--- config.mk ---
export PLATFORM = sky130hd
export DESIGN_NAME = seq_pattern_tx
export DESIGN_NICKNAME = d
export VERILOG_FILES = /design/src/rtl/seq_pattern_tx.sv
export SDC_FILE = /design/constraint.sdc
export NUM_CORES = 1
export LEC_CHECK = 0
export BUFFER_PORTS_ARGS = -buffer_cell sky130_fd_sc_hd__buf_4
export CAP_MARGIN = 20
export CELL_PAD_IN_SITES_DETAIL_PLACEMENT = 1
export CELL_PAD_IN_SITES_GLOBAL_PLACEMENT = 2
export CORE_ASPECT_RATIO = 1.25
export CORE_MARGIN = 1.5
export CORE_UTILIZATION = 37
export CTS_CLUSTER_DIAMETER = 200
export CTS_CLUSTER_SIZE = 24
export DETAILED_ROUTE_END_ITERATION = 6
export PLACE_DENSITY = 0.85
export SLEW_MARGIN = 10
export SYNTH_ARGS = -nofsm -noshare
export SYNTH_HDL_FRONTEND = slang
export SYNTH_SLANG_ARGS = --single-unit
--- constraint.sdc ---
create_clock -name clk -period 2.9 [get_ports clk]
set_clock_uncertainty 0.15 [all_clocks]
set_input_delay 0.29 -clock clk [delete_from_list [all_inputs] [get_ports clk]]
set_output_delay 0.29 -clock clk [all_outputs]
set_load 0.05 [all_outputs]
--- src/rtl/seq_pattern_tx.sv ---
// seq_pattern_tx -- serial pattern transmitter.
//
// A host loads a pattern (up to MAX_N bits), a length and a repeat count.
// The block sends the pattern one bit per clock, bit len-1 first and bit 0
// last, repeated load_rep+1 times. A detector loaded with the same pattern
// and length matches on the last bit of every frame.
//
// Optional feature macro: SEQ_TX_GAP_EN
//   defined   : GAP idle cycles are inserted between frames of one job.
//   undefined : frames are contiguous and parameter GAP is ignored.
//
// Ports:
//   clk, rst_n        clock (posedge) and synchronous active-low reset
//   load_valid/ready  job handshake; ready is high only while idle
//   load_pattern      pattern bits, bit len-1 is sent first
//   load_len          frame length in bits, clamped to MAX_N; 0 = empty job
//   load_rep          repeat count, frames sent = load_rep + 1
//   abort             cancels the job in progress (no done pulse)
//   data_out          serial bit, registered, 0 whenever no bit is sent
//   data_valid        data_out carries a pattern bit
//   frame_start/end   first / last bit of each frame
//   done              one-cycle pulse after the final bit of a job
module seq_pattern_tx #(
    parameter int MAX_N = 32,
    parameter int GAP   = 2
) (
    input  logic                   clk,
    input  logic                   rst_n,
    input  logic                   load_valid,
    output logic                   load_ready,
    input  logic [MAX_N-1:0]       load_pattern,
    input  logic [$clog2(MAX_N):0] load_len,
    input  logic [3:0]             load_rep,
    input  logic                   abort,
    output logic                   data_out,
    output logic                   data_valid,
    output logic                   frame_start,
    output logic                   frame_end,
    output logic                   done
);
    localparam int LEN_W = $clog2(MAX_N) + 1;
    localparam int IDX_W = $clog2(MAX_N);

`ifdef SEQ_TX_GAP_EN
    // Holds GAP-1 down to 0, so $clog2(GAP) bits are enough.
    localparam int GCNT_W = (GAP > 2) ? $clog2(GAP) : 1;
    typedef enum logic [1:0] {ST_IDLE, ST_SEND, ST_GAP, ST_FIN} state_t;
`else
    typedef enum logic [1:0] {ST_IDLE, ST_SEND, ST_FIN} state_t;
`endif

    state_t             state;
    logic [MAX_N-1:0]   pat_q;
    logic [IDX_W-1:0]   len_m1;
    logic [IDX_W-1:0]   idx;
    logic [3:0]         frm;
`ifdef SEQ_TX_GAP_EN
    logic [GCNT_W-1:0]  gcnt;
`endif

    logic [LEN_W-1:0]   len_c;
    logic [IDX_W-1:0]   first_idx;
    logic [IDX_W-1:0]   idx_dec;

    always_comb begin
        len_c     = (load_len > LEN_W'(MAX_N)) ? LEN_W'(MAX_N) : load_len;
        first_idx = IDX_W'(len_c - 1'b1);
        idx_dec   = idx - 1'b1;
    end

    // All outputs are registered: each edge computes what the next cycle
    // shows, so the bit emitted in a cycle is the one indexed by idx then.
    always_ff @(posedge clk) begin
        if (!rst_n) begin
            state       <= ST_IDLE;
            load_ready  <= 1'b1;
            data_out    <= 1'b0;
            data_valid  <= 1'b0;
            frame_start <= 1'b0;
            frame_end   <= 1'b0;
            done        <= 1'b0;
            idx         <= '0;
            frm         <= '0;
`ifdef SEQ_TX_GAP_EN
            gcnt        <= '0;
`endif
        end else begin
            data_out    <= 1'b0;
            data_valid  <= 1'b0;
            frame_start <= 1'b0;
            frame_end   <= 1'b0;
            done        <= 1'b0;

            case (state)
                ST_IDLE: begin
                    if (load_valid && load_ready) begin
                        pat_q      <= load_pattern;
                        frm        <= load_rep;
                        load_ready <= 1'b0;
                        if (len_c == '0) begin
                            state <= ST_FIN;
                            done  <= 1'b1;
                        end else begin
                            state       <= ST_SEND;
                            len_m1      <= first_idx;
                            idx         <= first_idx;
                            data_out    <= load_pattern[first_idx];
                            data_valid  <= 1'b1;
                            frame_start <= 1'b1;
                            frame_end   <= (first_idx == '0);
                        end
                    end
                end

                ST_SEND: begin
                    // Abort wins over frame completion on the same cycle.
                    if (abort) begin
                        state      <= ST_IDLE;
                        load_ready <= 1'b1;
                    end else if (idx != '0) begin
                        idx        <= idx_dec;
                        data_out   <= pat_q[idx_dec];
                        data_valid <= 1'b1;
                        frame_end  <= (idx_dec == '0);
                    end else if (frm != '0) begin
                        frm <= frm - 1'b1;
`ifdef SEQ_TX_GAP_EN
                        if (GAP > 0) begin
                            state <= ST_GAP;
                            gcnt  <= GCNT_W'(GAP - 1);
                        end else begin
                            idx         <= len_m1;
                            data_out    <= pat_q[len_m1];
                            data_valid  <= 1'b1;
                            frame_start <= 1'b1;
                            frame_end   <= (len_m1 == '0);
                        end
`else
                        idx         <= len_m1;
                        data_out    <= pat_q[len_m1];
                        data_valid  <= 1'b1;
                        frame_start <= 1'b1;
                        frame_end   <= (len_m1 == '0);
`endif
                    end else begin
                        state <= ST_FIN;
                        done  <= 1'b1;
                    end
                end

`ifdef SEQ_TX_GAP_EN
                ST_GAP: begin
                    if (abort) begin
                        state      <= ST_IDLE;
                        load_ready <= 1'b1;
                    end else if (gcnt == '0) begin
                        state       <= ST_SEND;
                        idx         <= len_m1;
                        data_out    <= pat_q[len_m1];
                        data_valid  <= 1'b1;
                        frame_start <= 1'b1;
                        frame_end   <= (len_m1 == '0);
                    end else begin
                        gcnt <= gcnt - 1'b1;
                    end
                end
`endif

                ST_FIN: begin
                    state      <= ST_IDLE;
                    load_ready <= 1'b1;
                end

                default: begin
                    state      <= ST_IDLE;
                    load_ready <= 1'b1;
                end
            endcase
        end
    end
endmodule

==> results of run 1 <==
registers in the layout (all words and copies together) (netlist names):
name         cells
data_out         1
data_valid       1
done             1
frame_end        1
frame_start      1
frm              4
idx              5
len_m1           5
load_ready       1
pat_q           32
state            2
layout make-up:
| type | count | area, µm² |
|---|---|---|
| multi-input combinational | 189 | 1580 |
| clock buffer | 6 | 72.6 |
| clock inverter | 2 | 13.8 |
| timing repair buffer | 76 | 623 |
| inverter | 8 | 30.0 |
| sequential | 54 | 1450 |
| fill | 883 | 4340 |
| tap | 97 | 121 |
power by group through the flow:
stage                     clock network [µW]  logic (µW)  registers [µW]
final                                    418         601             922
after global routing                     462         661             929
after CTS                                431         601             923
after detailed placement                   0         583             941
after global placement                     0         576             936
after floorplan                            0         371             943
through the flow:
stage,setup WS (ps),hold WS [ps]
6_report,336,10.7
3_3_place_gp,248,324
3_5_place_dp,155,327
4_1_cts,297,0.624
2_1_floorplan,253,239
5_1_grt,148,1.28
layout by cell type (no fill, tap or decap), types with 5 or more instances in the layout:
cell type      Yosys  final
edfxtp_1          37     37
buf_4              0     59
clkbuf_8           0      5
ha_1               5      5
a211oi_1          10     10
nand2b_1           7      7
nor2_1            20     20
mux2i_1           14     14
nor4_1             5      5
o21ai_0            6      6
nor3_1             9      9
nand2_1           12     12
mux4_2            15     15
nor2b_1            9      9
inv_1              8      8
a21oi_1           17     17
dfxtp_1           17     17
dlygate4sd3_1      0     16
worst max-delay path by stage:
stage	cells after the start	from	end
3_3_place_gp	10	load_len[5]	data_out
5_1_grt	8	idx[1]	data_out
3_5_place_dp	10	load_len[5]	data_out
6_report	8	idx[1]	data_out
4_1_cts	8	idx[1]	data_out
2_1_floorplan	10	idx[0]	data_out
per-layer routing:
layer  part of all wire [%]  track usage [%]
met4                    1.2             5.18
met1                     42             24.1
met3                    1.9             2.56
met5                      0                0
met2                     55             37.8
worst max-delay path: cells and delay by family (launching register included):
| family | cells | cell delay (ps) |
|---|---|---|
| buffers and inverters | 1 | 80 |
| multiplexers | 2 | 630 |
| adder cells (fa/ha/maj) | 1 | 560 |
| flip-flops | 1 | 350 |
| AO/OA/AOI/OAI | 2 | 400 |
| AND/OR/NAND/NOR | 2 | 290 |
cells by family (layout without fill, tap and decap cells):
logic type	Yosys count	after routing	synth area share (%)
fa+ha+maj	5	5	2.00
simple gates	84	84	14.6
mux	36	36	19.7
buf+inv	21	92	3.15
xor+xnor	5	5	1.40
compound gates	59	59	12.9
flops	54	54	46.3
==> impl_metrics.csv, run 1 <==
group,metric,value,unit
status,status,"complete, but fails checks",
status,violations,"design-rule violations",
global_route,grt_antenna_before_repair,0,
global_route,track_usage,20.2,%
timing,final_max_slew_viol_count,0,
worst_setup_path,cpPeakStageDelay,560,ps
timing,worstMarginPinSlew,856,ps
worst_setup_path,r2r-start,"idx[1]",
finish,drive_gt1_share,26.9,%
cts,path_clk_slew,100,ps
floorplanning,io_pins,52,
pwr,power.density,498,mW/mm²
cts,ctsResizeCount,0,
pwr,p_leak,0.00146,µW
synth,synth.most_common_cell,"edfxtp_1",
worst_setup_path,startpoint_type,"register",
worst_setup_path,ff2ff_setup_slack,340,ps
placement,routabilityCongestion,0.827,
route,drt_iter0_markers,139,
timing,fin_crit,2560,ps
cts,root_buffer,"clkbuf_8",
cts,cts_buffer_depth,2,
finish,fin_cells,432,
worst_setup_path,setup.worst_path.class,"register to register",
pwr,clkPwrFrac,21.5,%
worst_setup_path,r2r-end,"data_out",
synth,synth_edf_count,37,
finish,num_antenna_cells,0,
synth,ys_top_cells_by_area,"edfxtp_1 35%, dfxtp_1 11%, mux4_2 11%, mux2i_1 4.5%, mux4_1 3.4%",
synth,synth_top_area_share,35.4,%
finish,final_nets,385,
pwr,p_total,1940,µW
floorplanning,dieArea,0.00904,mm²
synth,ys_ff_latch,54,
hold_path,min_path_cells,1,
synth,ys_warn_count,0,
cts,post-cts-setup-buffers,0,
synth,ys_seq_area_share,46.3,%
timing,post-route-period-util,88.4,%
finish,fin_util,47.3,%
floorplanning,die_w,85.3,µm
synth,async_reset_ff_share,0,%
finish,fin_area,0.00390,mm²
route,viasPerCell,5.58,
synth,synth_cell_type_count,53,
pwr,pwr-share-seq,47.5,%
global_route,grt_overflow,0,
synth,synth_top_cell_by_area,"edfxtp_1",
placement,hpwl,6.34,mm
global_route,grt_pass1_wl,13.8,mm
cts,clkLatencyLatePin,310,ps
finish,area_growth_syn_to_layout,24.3,%
timing,hold_viol,0,
timing,rsz0062_at_grt,"no",
route,wl_per_cell,19.5,µm
placement,dpl.cell_count,408,
worst_setup_path,cp.arrival,2620,ps
worst_setup_path,rr_worst_depth,8,
synth,synthesis.nets,315,
cts,cts_sinks,54,
pwr,p_sw_share,31.2,%
pwr,p_comb_share,30.9,%
worst_setup_path,crit_fanout,9,
floorplanning,start_util,38.0,%
synth,netlist_instances,264,
timing,fin_setup_tns,0,ps
synth,avgSynthCellArea,11.9,µm²
floorplanning,rows,37,
cts,cts_hold_buf,14,
placement,place_area,0.00365,mm²
synth,syn-cell-area,0.00313,mm²
route,firstDrtPassIters,6,
worst_setup_path,required,2950,ps
global_route,grt_pass1_vias,2585,
worst_setup_path,cp-end-kind,"register",
pwr,p_int,1330,µW
route,drc_errors,1,
pwr,p_sw,606,µW
run,maxCapViolCount,0,
route,routed_wl,8.43,mm
hold_path,min_to,"pat_q[1]",
cts,numCtsBuffers,5,
hold_path,hp-start,"load_pattern[1]",
timing,finalSetupViolCount,0,
global_route,grt_max_degree,33,
floorplanning,core-area,0.00824,mm²
floorplanning,die-height,106,µm
route,via_count,2409,
route,final_antenna_net_count,0,
cts,htreeDepth,2,
synth,ys.flop_type,"edfxtp_1",
synth,synth_top_cells_by_count,"37 x edfxtp_1, 20 x nor2_1, 17 x a21oi_1, 17 x dfxtp_1, 15 x mux4_2",
pwr,ir_drop,0.284,mV
hold_path,min_path_type,"input pin to register",
timing,timing.fmax,390,MHz
worst_setup_path,cp_slowest_cell,"ha_1",
timing,relSlewSlack,42.9,%
worst_setup_path,path_cells,"inv_1 -> ha_1 -> mux4_2 -> mux2i_1 -> nor4_1 -> nor3_1 -> a21oi_1 -> a211o_1",
placement,port-buffer-count,51,
cts,cts_tree,"built",
Power figures use the tool's default switching activity.
==> run 2, diff against run 1 <==
- SETUP_SLACK_MARGIN: not set -> 0.4
==> run 2 against run 1 <==
  * The flow still finishes with violations (design-rule violations)
  * First-iteration DRC count fell by 24%
  * Die area unchanged
  * Clock power is 30% higher
  * Final cell count is 3.7% higher
  * Sequential share of layout area down 1.9 points
  * Worst hold slack improved by 73 ps
  * Combinational power is 6.0% higher
==> impl_metrics.csv, run 2 (synthesis results as in run 1) <==
group,metric,value,unit
floorplanning,start_util,38.0,%
route,wl_per_cell,20.6,µm
timing,fin_crit,2390,ps
pwr,power.density,513,mW/mm²
timing,fin_hold_ws,83.6,ps
finish,area_growth_syn_to_layout,31.0,%
status,violations,"design-rule violations",
global_route,grt_max_degree,33,
finish,final_nets,401,
finish,largest_reg_flops,32,
global_route,grt_antenna_before_repair,0,
route,final_antenna_net_count,0,
worst_setup_path,ff2ff_setup_slack,510,ps
worst_setup_path,required,2970,ps
finish,num_antenna_cells,0,
cts,cts_buffer_depth,2,
worst_setup_path,rr_worst_depth,8,
global_route,grt_pass1_wl,14.6,mm
worst_setup_path,r2r-end,"data_out",
hold_path,hp-start,"load_rep[0]",
placement,hpwl,6.47,mm
placement,port-buffer-count,51,
cts,cts_sinks,54,
timing,worstMarginPinSlew,571,ps
timing,final_max_slew_viol_count,0,
cts,path_clk_slew,100,ps
worst_setup_path,cp.arrival,2470,ps
cts,root_buffer,"clkbuf_8",
floorplanning,core-area,0.00824,mm²
floorplanning,die-height,106,µm
placement,routabilityCongestion,0.819,
hold_path,min_path_cells,3,
timing,post-route-period-util,82.5,%
floorplanning,die_w,85.3,µm
route,drt_iter0_markers,106,
finish,drive_gt1_share,27.4,%
cts,numCtsBuffers,5,
global_route,grt_overflow,0,
finish,reg.largest.list,"pat_q (32), idx (5), len_m1 (5)",
route,firstDrtPassIters,6,
finish,final_cell_mix,"60 x buf_4, 37 x edfxtp_1, 32 x dlygate4sd3_1",
worst_setup_path,r2r-start,"idx[1]",
hold_path,min_to,"frm[0]",
cts,clkLatencyLatePin,330,ps
timing,timing.fmax,418,MHz
timing,rsz0062_at_grt,"yes",
cts,cts_tree,"built",
timing,hold_viol,0,
floorplanning,dieArea,0.00904,mm²
worst_setup_path,crit_fanout,9,
hold_path,min_path_type,"input pin to register",
route,viasPerCell,5.65,
route,routed_wl,9.23,mm
timing,fin_setup_tns,0,ps
cts,post-cts-setup-buffers,0,
floorplanning,io_pins,52,
route,drc_errors,1,
pwr,p_leak,0.00155,µW
finish,regMostFlops,"pat_q",
global_route,grt_pass1_vias,2698,
timing,relSlewSlack,62.0,%
worst_setup_path,cp-end-kind,"register",
floorplanning,rows,37,
worst_setup_path,setup.worst_path.class,"register to register",
pwr,ir_drop,0.348,mV
worst_setup_path,startpoint_type,"register",
timing,finalSetupViolCount,0,
cts,htreeDepth,2,
global_route,track_usage,21.5,%
status,status,"complete, but fails checks",
route,via_count,2530,
finish,final_common_cell,"buf_4",
run,maxCapViolCount,0,
## run 2: how the worst max path moves through the flow
stage | from | end | slack (ps) | cells past startpoint
after floorplan | idx[0] | data_out | 410 | 10
after global placement | load_len[5] | data_out | 310 | 10
after detailed placement | load_len[5] | data_out | 260 | 8
after CTS | idx[1] | data_out | 450 | 8
after global routing | load_len[5] | data_out | 370 | 10
final | idx[1] | data_out | 510 | 8
## run 2: cell type report
cell class / instances / area, µm²
multi-input cells: 189 / 1620
inverters: 8 / 30.0
well taps: 97 / 121
clock inverters: 3 / 47.5
fillers: 882 / 4140
clock buffers: 5 / 68.8
repair buffers: 92 / 771
flip-flops and latches: 54 / 1450
## run 2: worst max-delay path, cell delays in order, from the launching register on
cell and delay (ps):
dfxtp_1 350, inv_1 110, ha_4 380, mux4_2 360, mux2i_1 270, nor4_1 80
nor3_1 200, a21oi_1 110, a211o_1 280
## run 2: what timing repair did
action	CTS	global route
setup endpoints to repair	1	6
pin swaps	0	0
gates resized for setup	2	3
hold buffers	29	3
endpoints found under the hold margin	29	3
## run 2: report_power, final
| part | leakage (µW) | switching, µW | internal, µW |
|---|---|---|---|
| Sequential | 0.000480 | 47.0 | 879 |
| Combinational | 0.00101 | 333 | 304 |
| Clock | 0.0000591 | 280 | 264 |
## run 2: routing by layer
metal | GRT usage (%) | vias up | part of all wire (%)
met1 | 24.8 | 1234 | 40
met4 | 10.1 | 0 | 3.8
met3 | 3.65 | 20 | 2.8
li1 | - | 1207 | -
met5 | 0 | - | 0
met2 | 38.6 | 69 | 53
## run 2: metrics by stage
step,setup WS (ps),util [%],power (µW),cell area [µm²],instances
finish,506,49.8,2110,4110,448
global route,369,49.8,2210,4110,448
CTS,450,49.2,2090,4060,445
detailed placement,256,44.2,1520,3640,408
global placement,313,44.2,1500,3640,408
floorplan,409,-,1320,3140,264
==> run 3, diff against run 2 <==
- clock period: 2.9 -> 2.27 ns (I/O delays scaled with it)
==> run 3 against run 2 <==
  * The run now ends clean
  * Clock-buffer cell count did not move
  * Critical endpoint unchanged
  * Combinational power increased by 73%
  * Global-route usage rose by 1.2 points
  * Wire length grew 6.1%
  * Final cell count increased by 6.5%
  * Via count up 7.0%
  * Die area did not move
  * Critical path depth unchanged
==> impl_metrics.csv, run 3 (synthesis results as in run 1) <==
group,metric,value,unit
route,via_count,2708,
timing,rsz0062_at_grt,"yes",
pwr,ir_drop,0.454,mV
route,final_antenna_net_count,0,
worst_setup_path,ff2ff_setup_slack,90,ps
cts,root_buffer,"clkbuf_8",
worst_setup_path,rr_worst_depth,8,
worst_setup_path,cp-end-kind,"register",
finish,final_common_cell,"buf_4",
pwr,pwr-share-seq,41.4,%
placement,dpl.cell_count,424,
cts,path_clk_slew,100,ps
pwr,p_comb_share,38.4,%
finish,reg.largest.list,"pat_q (32), idx (5), len_m1 (5)",
global_route,grt_pass1_wl,15.8,mm
worst_setup_path,required,2340,ps
timing,finalSetupViolCount,0,
pwr,p_sw,947,µW
pwr,p_total,2870,µW
finish,final_cell_mix,"82 x buf_4, 37 x edfxtp_1, 32 x dlygate4sd3_1",
floorplanning,die-height,106,µm
hold_path,hp-start,"load_rep[0]",
timing,timing.fmax,459,MHz
timing,post-route-period-util,96.1,%
finish,final_nets,430,
global_route,grt_overflow,0,
route,drc_errors,0,
floorplanning,io_pins,52,
timing,worstMarginPinSlew,684,ps
global_route,grt_pass1_vias,2984,
placement,place_area,0.00385,mm²
floorplanning,start_util,38.0,%
route,drt_iter0_markers,94,
worst_setup_path,startpoint_type,"register",
cts,htreeDepth,2,
cts,cts_tree,"built",
timing,relSlewSlack,54.2,%
route,viasPerCell,5.68,
finish,regMostFlops,"pat_q",
cts,clkLatencyLatePin,320,ps
timing,fin_crit,2180,ps
pwr,p_leak,0.00177,µW
hold_path,min_to,"frm[0]",
pwr,clkPwrFrac,20.2,%
cts,cts_sinks,54,
global_route,track_usage,22.7,%
pwr,p_sw_share,33.0,%
finish,fin_cells,477,
worst_setup_path,cp.arrival,2250,ps
finish,drive_gt1_share,44.7,%
finish,num_antenna_cells,0,
finish,area_growth_syn_to_layout,46.4,%
global_route,grt_antenna_before_repair,0,
hold_path,min_path_type,"input pin to register",
pwr,power.density,626,mW/mm²
worst_setup_path,r2r-start,"idx[1]",
timing,final_max_slew_viol_count,0,
route,routed_wl,9.79,mm
timing,fin_hold_ws,19.8,ps
finish,largest_reg_flops,32,
cts,cts_buffer_depth,2,
route,wl_per_cell,20.5,µm
cts,numCtsBuffers,5,
timing,fin_setup_tns,0,ps
timing,hold_viol,0,
worst_setup_path,setup.worst_path.class,"register to register",
worst_setup_path,r2r-end,"data_out",
floorplanning,core-area,0.00824,mm²
placement,hpwl,6.74,mm
run,maxCapViolCount,0,
floorplanning,rows,37,
floorplanning,dieArea,0.00904,mm²
pwr,p_int,1930,µW
placement,routabilityCongestion,0.840,
hold_path,min_path_cells,3,
finish,fin_area,0.00459,mm²
status,status,"completed",
route,firstDrtPassIters,4,
global_route,grt_max_degree,33,
floorplanning,die_w,85.3,µm
placement,port-buffer-count,51,
worst_setup_path,crit_fanout,8,
run 3: cell types whose count changed in the layout (fill, tap and decap cells not counted), moves of 4 or more:
cell and delta:
a211oi_1 -4, a211oi_2 +4, buf_4 +22, buf_6 +6
dfxtp_1 -4, inv_1 -4, mux4_1 -4, mux4_2 +4
nand2_1 -4, o21ai_0 -4
run 3: what timing repair did:
action | in CTS | in global routing
gates resized for setup | 28 | 26
endpoints found under the hold margin | 32 | 0
buffers inserted | 6 | 7
setup endpoints to repair | 13 | 18
hold buffers | 32 | 0
pin swaps | 15 | 12
run 3: cell type report:
class / count / area [µm²]
repair buffers: 121 / 1020
inverters: 8 / 32.5
clock buffers: 5 / 68.8
multi-input cells: 189 / 1860
flip-flops and latches: 54 / 1460
fillers: 838 / 3650
clock inverters: 3 / 25.0
well taps: 97 / 121
run 3: stage by stage:
step                      util, %  setup WS, ps
after global placement       46.7         -12.0
final                        55.7          89.3
after global routing         55.7         -3.88
after floorplan                 -          89.3
after CTS                    53.9          86.0
after detailed placement     46.7         -25.3
run 3: critical path: stages (launching register included):
cell	delay, ps
dfxtp_2	360
inv_2	60
ha_4	330
mux4_2	350
mux2i_4	180
nor3_1	60
nor3_1	210
a21oi_1	130
a211o_1	240
run 3: power groups by stage:
stage | Sequential [µW] | Clock [µW] | Combinational [µW]
final | 1190 | 580 | 1100
after global routing | 1200 | 627 | 1190
after CTS | 1190 | 583 | 989
after detailed placement | 1200 | 0 | 828
after global placement | 1190 | 0 | 807
after floorplan | 1210 | 0 | 537
run 3: metal layers:
layer,routed length (µm),track usage [%]
met5,0,0
met4,278,7.83
met3,277,3.49
met2,5330,42.4
met1,3910,26.2
run 3: worst max-delay path by stage:
stage / from / to / slack [ps] / depth (start not counted)
after floorplan: idx[0] / data_out / 90 / 10
after global placement: load_len[5] / data_out / -10 / 9
after detailed placement: load_len[0] / data_out / -30 / 7
after CTS: idx[0] / data_out / 90 / 8
after global routing: idx[0] / data_out / -4 / 7
final: idx[1] / data_out / 90 / 8
